File: config.mk
export PLATFORM = sky130hd
export DESIGN_NAME = riscv_register_file_mp
export DESIGN_NICKNAME = d
export VERILOG_FILES = /design/src/rtl/riscv_register_file_mp.sv
export SDC_FILE = /design/constraint.sdc
export NUM_CORES = 1
export LEC_CHECK = 0
export CAP_MARGIN = 20
export CORE_MARGIN = 1
export CORE_UTILIZATION = 42
export DETAILED_ROUTE_END_ITERATION = 16
export PLACE_DENSITY = 0.61
export SYNTH_ARGS = -nofsm -noshare
export SYNTH_HDL_FRONTEND = slang
export SYNTH_SLANG_ARGS = --single-unit
File: constraint.sdc
create_clock -name i_clk -period 9.62 [get_ports i_clk]
set_input_delay 0.962 -clock i_clk [delete_from_list [all_inputs] [get_ports i_clk]]
set_output_delay 0.962 -clock i_clk [all_outputs]
set_load 0.02 [all_outputs]
File: src/rtl/riscv_register_file_mp.sv
`default_nettype none
// ============================================================================
// Module      : riscv_register_file_mp
// Description : Multi-port RV32I integer register file. It has a per-register
//               busy scoreboard, an optional write-to-read bypass and a
//               hardware zero-initialisation sequence that runs after reset.
// Revision    : 1.0 - initial release
// ============================================================================
module riscv_register_file_mp #(
    parameter int XLEN   = 32,
    parameter int AW     = 5,
    parameter int NRP    = 2,
    parameter int NWP    = 1,
    parameter int BYPASS = 1
) (
    input  logic                 i_clk,
    input  logic                 i_rst,
    input  logic [NRP*AW-1:0]    i_regfile_rs_addr,
    output logic [NRP*XLEN-1:0]  o_regfile_rs_data,
    output logic [NRP-1:0]       o_regfile_rs_busy,
    input  logic [NWP-1:0]       i_regfile_rd_wen,
    input  logic [NWP*AW-1:0]    i_regfile_rd_addr,
    input  logic [NWP*XLEN-1:0]  i_regfile_rd_data,
    input  logic                 i_regfile_issue_en,
    input  logic [AW-1:0]        i_regfile_issue_addr,
    output logic                 o_regfile_ready
);

    localparam int            c_num_regs = 2**AW;
    localparam logic [AW-1:0] c_last_idx = AW'(c_num_regs - 1);
    localparam logic [0:0]    c_st_init  = 1'b0;
    localparam logic [0:0]    c_st_run   = 1'b1;

    logic [0:0]          r_state;
    logic [0:0]          w_next_state;
    logic                w_ready;
    logic [AW-1:0]       r_cnt;
    logic [XLEN-1:0]     r_regs [c_num_regs];
    logic [c_num_regs-1:0] r_busy;
    logic [c_num_regs-1:0] w_busy_next;

    // State register: reset always restarts the zero-initialisation sweep
    always_ff @(posedge i_clk) begin
        if (i_rst) begin
            r_state <= c_st_init;
        end else begin
            r_state <= w_next_state;
        end
    end

    // Next state: leave INIT once the last register has been cleared
    always_comb begin
        w_next_state = r_state;
        if (r_state == c_st_init && r_cnt == c_last_idx) begin
            w_next_state = c_st_run;
        end
    end

    // Output decode: the file is usable only in RUN
    always_comb begin
        w_ready = (r_state == c_st_run);
    end

    assign o_regfile_ready = w_ready;

    // Init sweep counter, one register per edge while in INIT
    always_ff @(posedge i_clk) begin
        if (i_rst) begin
            r_cnt <= '0;
        end else if (r_state == c_st_init) begin
            r_cnt <= r_cnt + AW'(1);
        end
    end

    // Storage: the reset edge leaves contents alone. INIT clears them one per
    // edge. In RUN the later write ports override earlier ones to the same
    // register, because the last non-blocking assignment wins.
    always_ff @(posedge i_clk) begin
        if (!i_rst) begin
            if (r_state == c_st_init) begin
                r_regs[r_cnt] <= '0;
            end else begin
                for (int w = 0; w < NWP; w++) begin
                    if (i_regfile_rd_wen[w] && i_regfile_rd_addr[w*AW +: AW] != '0) begin
                        r_regs[i_regfile_rd_addr[w*AW +: AW]] <= i_regfile_rd_data[w*XLEN +: XLEN];
                    end
                end
            end
        end
    end

    // Scoreboard update: writebacks clear first, then an issue sets the bit,
    // so a new producer wins over a same-cycle writeback
    always_comb begin
        w_busy_next = r_busy;
        for (int w = 0; w < NWP; w++) begin
            if (i_regfile_rd_wen[w] && i_regfile_rd_addr[w*AW +: AW] != '0) begin
                w_busy_next[i_regfile_rd_addr[w*AW +: AW]] = 1'b0;
            end
        end
        if (i_regfile_issue_en && i_regfile_issue_addr != '0) begin
            w_busy_next[i_regfile_issue_addr] = 1'b1;
        end
        w_busy_next[0] = 1'b0;
    end

    // Scoreboard register: cleared on reset, frozen during INIT
    always_ff @(posedge i_clk) begin
        if (i_rst) begin
            r_busy <= '0;
        end else if (r_state == c_st_run) begin
            r_busy <= w_busy_next;
        end
    end

    generate
        for (genvar p = 0; p < NRP; p++) begin : g_read_port
            logic [AW-1:0]   w_rs_addr;
            logic [XLEN-1:0] w_rs_data;
            logic            w_rs_busy;

            assign w_rs_addr = i_regfile_rs_addr[p*AW +: AW];

            // Combinational read with optional forwarding of in-flight writes
            always_comb begin
                w_rs_data = r_regs[w_rs_addr];
                w_rs_busy = r_busy[w_rs_addr];
                if (BYPASS != 0) begin
                    for (int w = 0; w < NWP; w++) begin
                        if (i_regfile_rd_wen[w] && i_regfile_rd_addr[w*AW +: AW] == w_rs_addr) begin
                            w_rs_data = i_regfile_rd_data[w*XLEN +: XLEN];
                            w_rs_busy = 1'b0;
                        end
                    end
                end
                if (!w_ready || w_rs_addr == '0) begin
                    w_rs_data = '0;
                    w_rs_busy = 1'b0;
                end
            end

            assign o_regfile_rs_data[p*XLEN +: XLEN] = w_rs_data;
            assign o_regfile_rs_busy[p]              = w_rs_busy;
        end
    endgenerate

endmodule
`default_nettype wire

# == After elaboration in Yosys (flattened, before gate mapping) ==
# Memories as Yosys holds them, arrays and structs flattened.
# Cells that the tools add are included.
# word_totals
ff_bits,37
mem_bits_rw,1024
in_bits,56
out_inout_bits,67
memories,1
# classes
add_sub_neg,1
n_lt_le_gt_ge,6
n_eq_ne,3
mux,28
bitwise,4
reduce_logical,15
# memory_table
memory,words,width,rd,rd_clocked_by_memory_dff,write_ports,line_no,rtl
r_regs,32,32,2,0,1,38,logic [XLEN-1:0] r_regs [c_num_regs];
# op_table
op,count
two-way mux 32 bit,7
AND 32 bit,1
inverter 32 bit,1
OR 32 bit,1
OR reduction 32 bit,1
less-than comparator 5 x 6 -> 1 bit (second input constant),4
two-way mux 1 bit,16
binary-select mux 1 bit (select 5 bit),2
demux 1 bit (select 5 bit),2
== test 5 bit,2
greater-or-equal comparator 5 x 1 -> 1 bit (second input constant),2
logical NOT 5 bit,2
nonzero test 5 bit,2
logical AND 1 bit,7
adder 5 x 1 -> 5 bit (second input constant),1
== test 5 bit (second input constant),1
two-way mux 5 bit,1
logical OR 1 bit,2
logical NOT 1 bit,1
inverter 1 bit,1

# == Longest topological paths before layout ==
# logic_depth
depth_word,9
mapped_depth,10

# == Worst setup path after synthesis ==
# OpenSTA, ideal clock, no wires.
# synth_timing
path_kind,input-to-reg
from,input i_regfile_rd_addr[2]
to,"memory r_regs[28][0], enable pin"
arrival_time_ps,3656
required_time_ps,9199
slack_ps,5543
cell_stages,7
n_path_buf,2
path_cell_list,buf_2 inv_1 a311oi_2 buf_4 mux2i_1 nand2_1 nor2_1
# synth_between
elab_chain_len,8
word_cells_on_any_way,9
# synth_rtl
element,line_no,rtl
"start, declared",22,"input logic [NWP*AW-1:0] i_regfile_rd_addr,"
nonzero test 5 bit,84,if (i_regfile_rd_wen[w] && i_regfile_rd_addr[w*AW +: AW] != '0) begin
logical AND 1 bit,84,
two-way mux 1 bit,84,
two-way mux 1 bit,80,if (r_state == c_st_init) begin
two-way mux 1 bit,79,if (!i_rst) begin
two-way mux 1 bit (implied by the code),85,r_regs[i_regfile_rd_addr[w*AW +: AW]] <= i_regfile_rd_data[w*XLEN +: XLEN];
OR reduction 32 bit (no source line),-,
two-way mux 5 bit (no source line) or two-way mux 1 bit (tied branches),-,
"end, declared",38,
# Parallel ways exist; a longest one is shown, timed or not.

# == Worst setup path after layout ==
# layout_timing
from,input i_regfile_rs_addr[6]
to,output o_regfile_rs_data[37]
# layout_between
elab_chain_len,4
word_cells_on_any_way,7
# layout_rtl
element,line_no,rtl
"start, declared",18,"input logic [NRP*AW-1:0] i_regfile_rs_addr,"
branches (longest 3 deep; another with memory read (32 x 32 bit)),-,
two-way mux 32 bit *,136,if (!w_ready || w_rs_addr == '0) begin
"end, declared",19,"output logic [NRP*XLEN-1:0] o_regfile_rs_data,"
# Mark *: on every way between the ends.

==> insert_results.sql <==
INSERT INTO impl_metrics (metric_group, metric, value, unit) VALUES
('place', 'gp_congestion', '0.848', ''),
('clock_tree', 'tritoncts_clock_tree', 'yes', ''),
('clock_tree', 'htree_num_levels', '3', ''),
('route', 'detailedRoute.firstPassIterationCount', '6', ''),
('grt', 'grt_antenna_before_repair', '2', ''),
('route', 'via_per_inst', '6.74', ''),
('pwr', 'power.density_cell_area', '174', 'nW/µm²'),
('die', 'initial_util', '0.425', ''),
('final_layout', 'layout.cells.most_common', 'sky130_fd_sc_hd__edfxtp_1', ''),
('final_layout', 'multi_input_comb_area', '18600', 'µm²'),
('clock_tree', 'cts.repair.resized', '0', ''),
('clock_tree', 'cts_buffer_depth', '3', ''),
('grt', 'grt-ovfl-total', '0', ''),
('clock_tree', 'cts_hold_buf', '0', ''),
('timing', 'fin_hold_ws', '0.494', 'ns'),
('critical_path', 'timing.setup.critical_path_class', 'input port to primary output', ''),
('hold_path', 'worst_hold_path.num_cells', '2', ''),
('route', 'detail_route.wirelength', '164000', 'µm'),
('timing', 'finalCritPeriodShare', '0.627', ''),
('grt', 'grt_first_pass_wirelength', '233000', 'µm'),
('outcome', 'status', 'complete, no violations', ''),
('final_layout', 'fillCellCount', '10100', ''),
('final_layout', 'finish.net_count', '3074', ''),
('die', 'floorplan.die.width', '351', 'µm'),
('final_layout', 'most-common-layout-cells', 'sky130_fd_sc_hd__edfxtp_1, sky130_fd_sc_hd__mux4_2, sky130_fd_sc_hd__mux2i_1', ''),
('logic_synthesis', 'mappedNetlistNets', '2990', ''),
('critical_path', 'timing.critical_path.required', '8.66', 'ns'),
('route', 'drt-wirelength-per-cell', '34.8', 'µm'),
('job', 'timing.max_cap.violations', '0', ''),
('logic_synthesis', 'synthArstFlopShare', '0', ''),
('pwr', 'power.ir.vdd_worst', '0.180', 'mV'),
('place', 'detailedPlacementHpwl', '93100', 'µm'),
('pwr', 'static-leakage-power', '17.8', 'nW'),
('logic_synthesis', 'synth_adder_area_share', '0.000489', ''),
('route', 'drc_errors', '0', ''),
('timing', 'worst-slew-pin-transition', '1.17', 'ns'),
('timing', 'slack_of_the_critical_path', '3.59', 'ns'),
('critical_path', 'critical_path_data_arrival_time', '5.07', 'ns'),
('clock_tree', 'clkTransAtPathRegs', '0.06', 'ns'),
('critical_path', 'critPathCaptureType', 'primary output', ''),
('final_layout', 'drive_above_1_share', '0.245', ''),
('timing', 'clock_skew', '0.0318', 'ns'),
('logic_synthesis', 'synth_edf_count', '1024', ''),
('logic_synthesis', 'syn_inst', '2932', ''),
('clock_tree', 'tritoncts.num_buffers', '108', ''),
('logic_synthesis', 'synth_top_family_by_area', 'multiplexers', ''),
('die', 'floorplan.io_pins', '123', ''),
('logic_synthesis', 'ys_dominant_reg_cell', 'sky130_fd_sc_hd__edfxtp_1', ''),
('critical_path', 'crit_path_max_fanout', '63', ''),
('clock_tree', 'tritoncts_num_sinks', '1061', ''),
('final_layout', 'sequential_cell_area', '31500', 'µm²'),
('clock_tree', 'post_cts_buffers', '0', ''),
('logic_synthesis', 'share_of_the_synthesized_area_in_compound_gates_ao_oa_aoi_oai', '0.0829', ''),
('critical_path', 'worst-r2r-cell-count', '7', ''),
('logic_synthesis', 'ys_seq_area_frac', '0.615', ''),
('die', 'dieArea', '123000', 'µm²'),
('logic_synthesis', 'muxShareOfSynthArea', '0.248', ''),
('clock_tree', 'ctsRootBufferMaster', 'sky130_fd_sc_hd__clkbuf_16', ''),
('logic_synthesis', 'yosys_warnings', '0', ''),
('critical_path', 'cp_launch_type', 'input port', ''),
('grt', 'grt_use_total', '0.265', ''),
('timing', 'tns', '0', 'ns'),
('place', 'placement.setup.worst_slack', '3.70', 'ns'),
('logic_synthesis', 'synth_area', '51200', 'µm²'),
('place', 'portBuffers', '122', ''),
('logic_synthesis', 'post_synthesis_xor_xnor_area_fraction', '0.00205', ''),
('grt', 'number_of_global_route_vias_before_repair', '32200', ''),
('clock_tree', 'clk_latency', '0.70', 'ns'),
('timing', 'timing_hold_violations_final', '0', ''),
('route', 'detailedRoute.firstIterationViolations', '3869', ''),
('hold_path', 'hp-class', 'flip-flop to flip-flop', '');
-- final timing paths --
kind / from / end / slack [ns]
hold reg to reg: r_busy[5]$_SDFFE_PP0P_ / r_busy[5]$_SDFFE_PP0P_ / 0.49
setup / recovery: i_regfile_rs_addr[6] / o_regfile_rs_data[37] / 3.59
setup reg to reg: o_regfile_ready$_SDFFE_PP0P_ / r_regs[30][18]$_DFFE_PP_ / 4.53
hold / removal: r_busy[5]$_SDFFE_PP0P_ / r_busy[5]$_SDFFE_PP0P_ / 0.49
-- cells in the mapped netlist (36+ instances only) --
master | instances | area share
sky130_fd_sc_hd__a211o_1 | 59 | 0.010
sky130_fd_sc_hd__nand2_1 | 61 | 0.0045
sky130_fd_sc_hd__edfxtp_1 | 1024 | 0.60
sky130_fd_sc_hd__buf_6 | 36 | 0.0079
sky130_fd_sc_hd__mux4_2 | 379 | 0.17
sky130_fd_sc_hd__mux2_2 | 63 | 0.014
sky130_fd_sc_hd__nor2_1 | 64 | 0.0047
sky130_fd_sc_hd__nor3_1 | 37 | 0.0036
sky130_fd_sc_hd__o21bai_1 | 62 | 0.0091
sky130_fd_sc_hd__a221oi_1 | 122 | 0.021
sky130_fd_sc_hd__clkbuf_1 | 92 | 0.0067
sky130_fd_sc_hd__mux2i_1 | 347 | 0.068
sky130_fd_sc_hd__dfxtp_1 | 37 | 0.014
sky130_fd_sc_hd__a21oi_1 | 96 | 0.0094
sky130_fd_sc_hd__a22oi_1 | 91 | 0.013
sky130_fd_sc_hd__buf_2 | 77 | 0.0075
-- power by group --
group | switching [W] | internal (W) | leakage, nW
combinational | 0.000403 | 0.000272 | 7.67
clock | 0.00182 | 0.00259 | 1.79
sequential | 0.0000170 | 0.00502 | 8.34
total | 0.00224 | 0.00788 | 17.8
-- area by class of cell --
class / instances / area share
Antenna cell: 1 / 0.0000430
Timing Repair Buffer: 220 / 0.0408
Multi-Input combinational cell: 1619 / 0.320
Clock inverter: 69 / 0.0152
Tap cell: 1612 / 0.0347
Sequential cell: 1061 / 0.541
Inverter: 6 / 0.000408
Clock buffer: 130 / 0.0482
-- metrics by stage --
stage / util / power [W] / cells / instance area (µm²)
final: 0.483 / 0.0101 / 4718 / 58200
after global routing: 0.483 / 0.0103 / 4717 / 58200
after CTS: 0.479 / 0.0102 / 4693 / 57700
after detailed placement: 0.448 / 0.00581 / 4494 / 54000
after global placement: 0.448 / 0.00580 / 4492 / 54000
after floorplan: - / 0.00560 / 2932 / 51200
-- sequential cells by signal (all words and copies together), names as in the netlist --
name,count
r_cnt,5
r_regs,1024
r_busy,31
o_regfile_ready,1
-- cells by family (layout without fill, tap and decap cells) --
group	after synthesis	after routing
adder cells (fa/ha/maj)	2	2
buffers and inverters	252	425
other	0	1
multiplexers	789	789
AO/OA/AOI/OAI	575	575
XOR/XNOR	12	12
AND/OR/NAND/NOR	241	241
flip-flops	1061	1061
-- layer usage --
metal / GRT usage / routed length (µm) / vias to the layer above
met2: 0.433 / 79800 / 1885
li1: - / - / 12700
met3: 0.0438 / 14200 / 366
met1: 0.354 / 63700 / 16900
met4: 0.104 / 6340 / 0
met5: 0 / 0 / -
-- worst max-delay path, cell delays in order --
cell and delay, ns:
sky130_fd_sc_hd__buf_8 0.41, sky130_fd_sc_hd__buf_4 0.59, sky130_fd_sc_hd__xnor2_1 0.20, sky130_fd_sc_hd__nand4_1 0.12, sky130_fd_sc_hd__or3b_1 0.55, sky130_fd_sc_hd__nor2_4 0.73
sky130_fd_sc_hd__buf_4 0.44, sky130_fd_sc_hd__a211o_1 0.20, sky130_fd_sc_hd__clkdlybuf4s50_1 0.61
No activity file was read; power rests on OpenSTA's default activity.
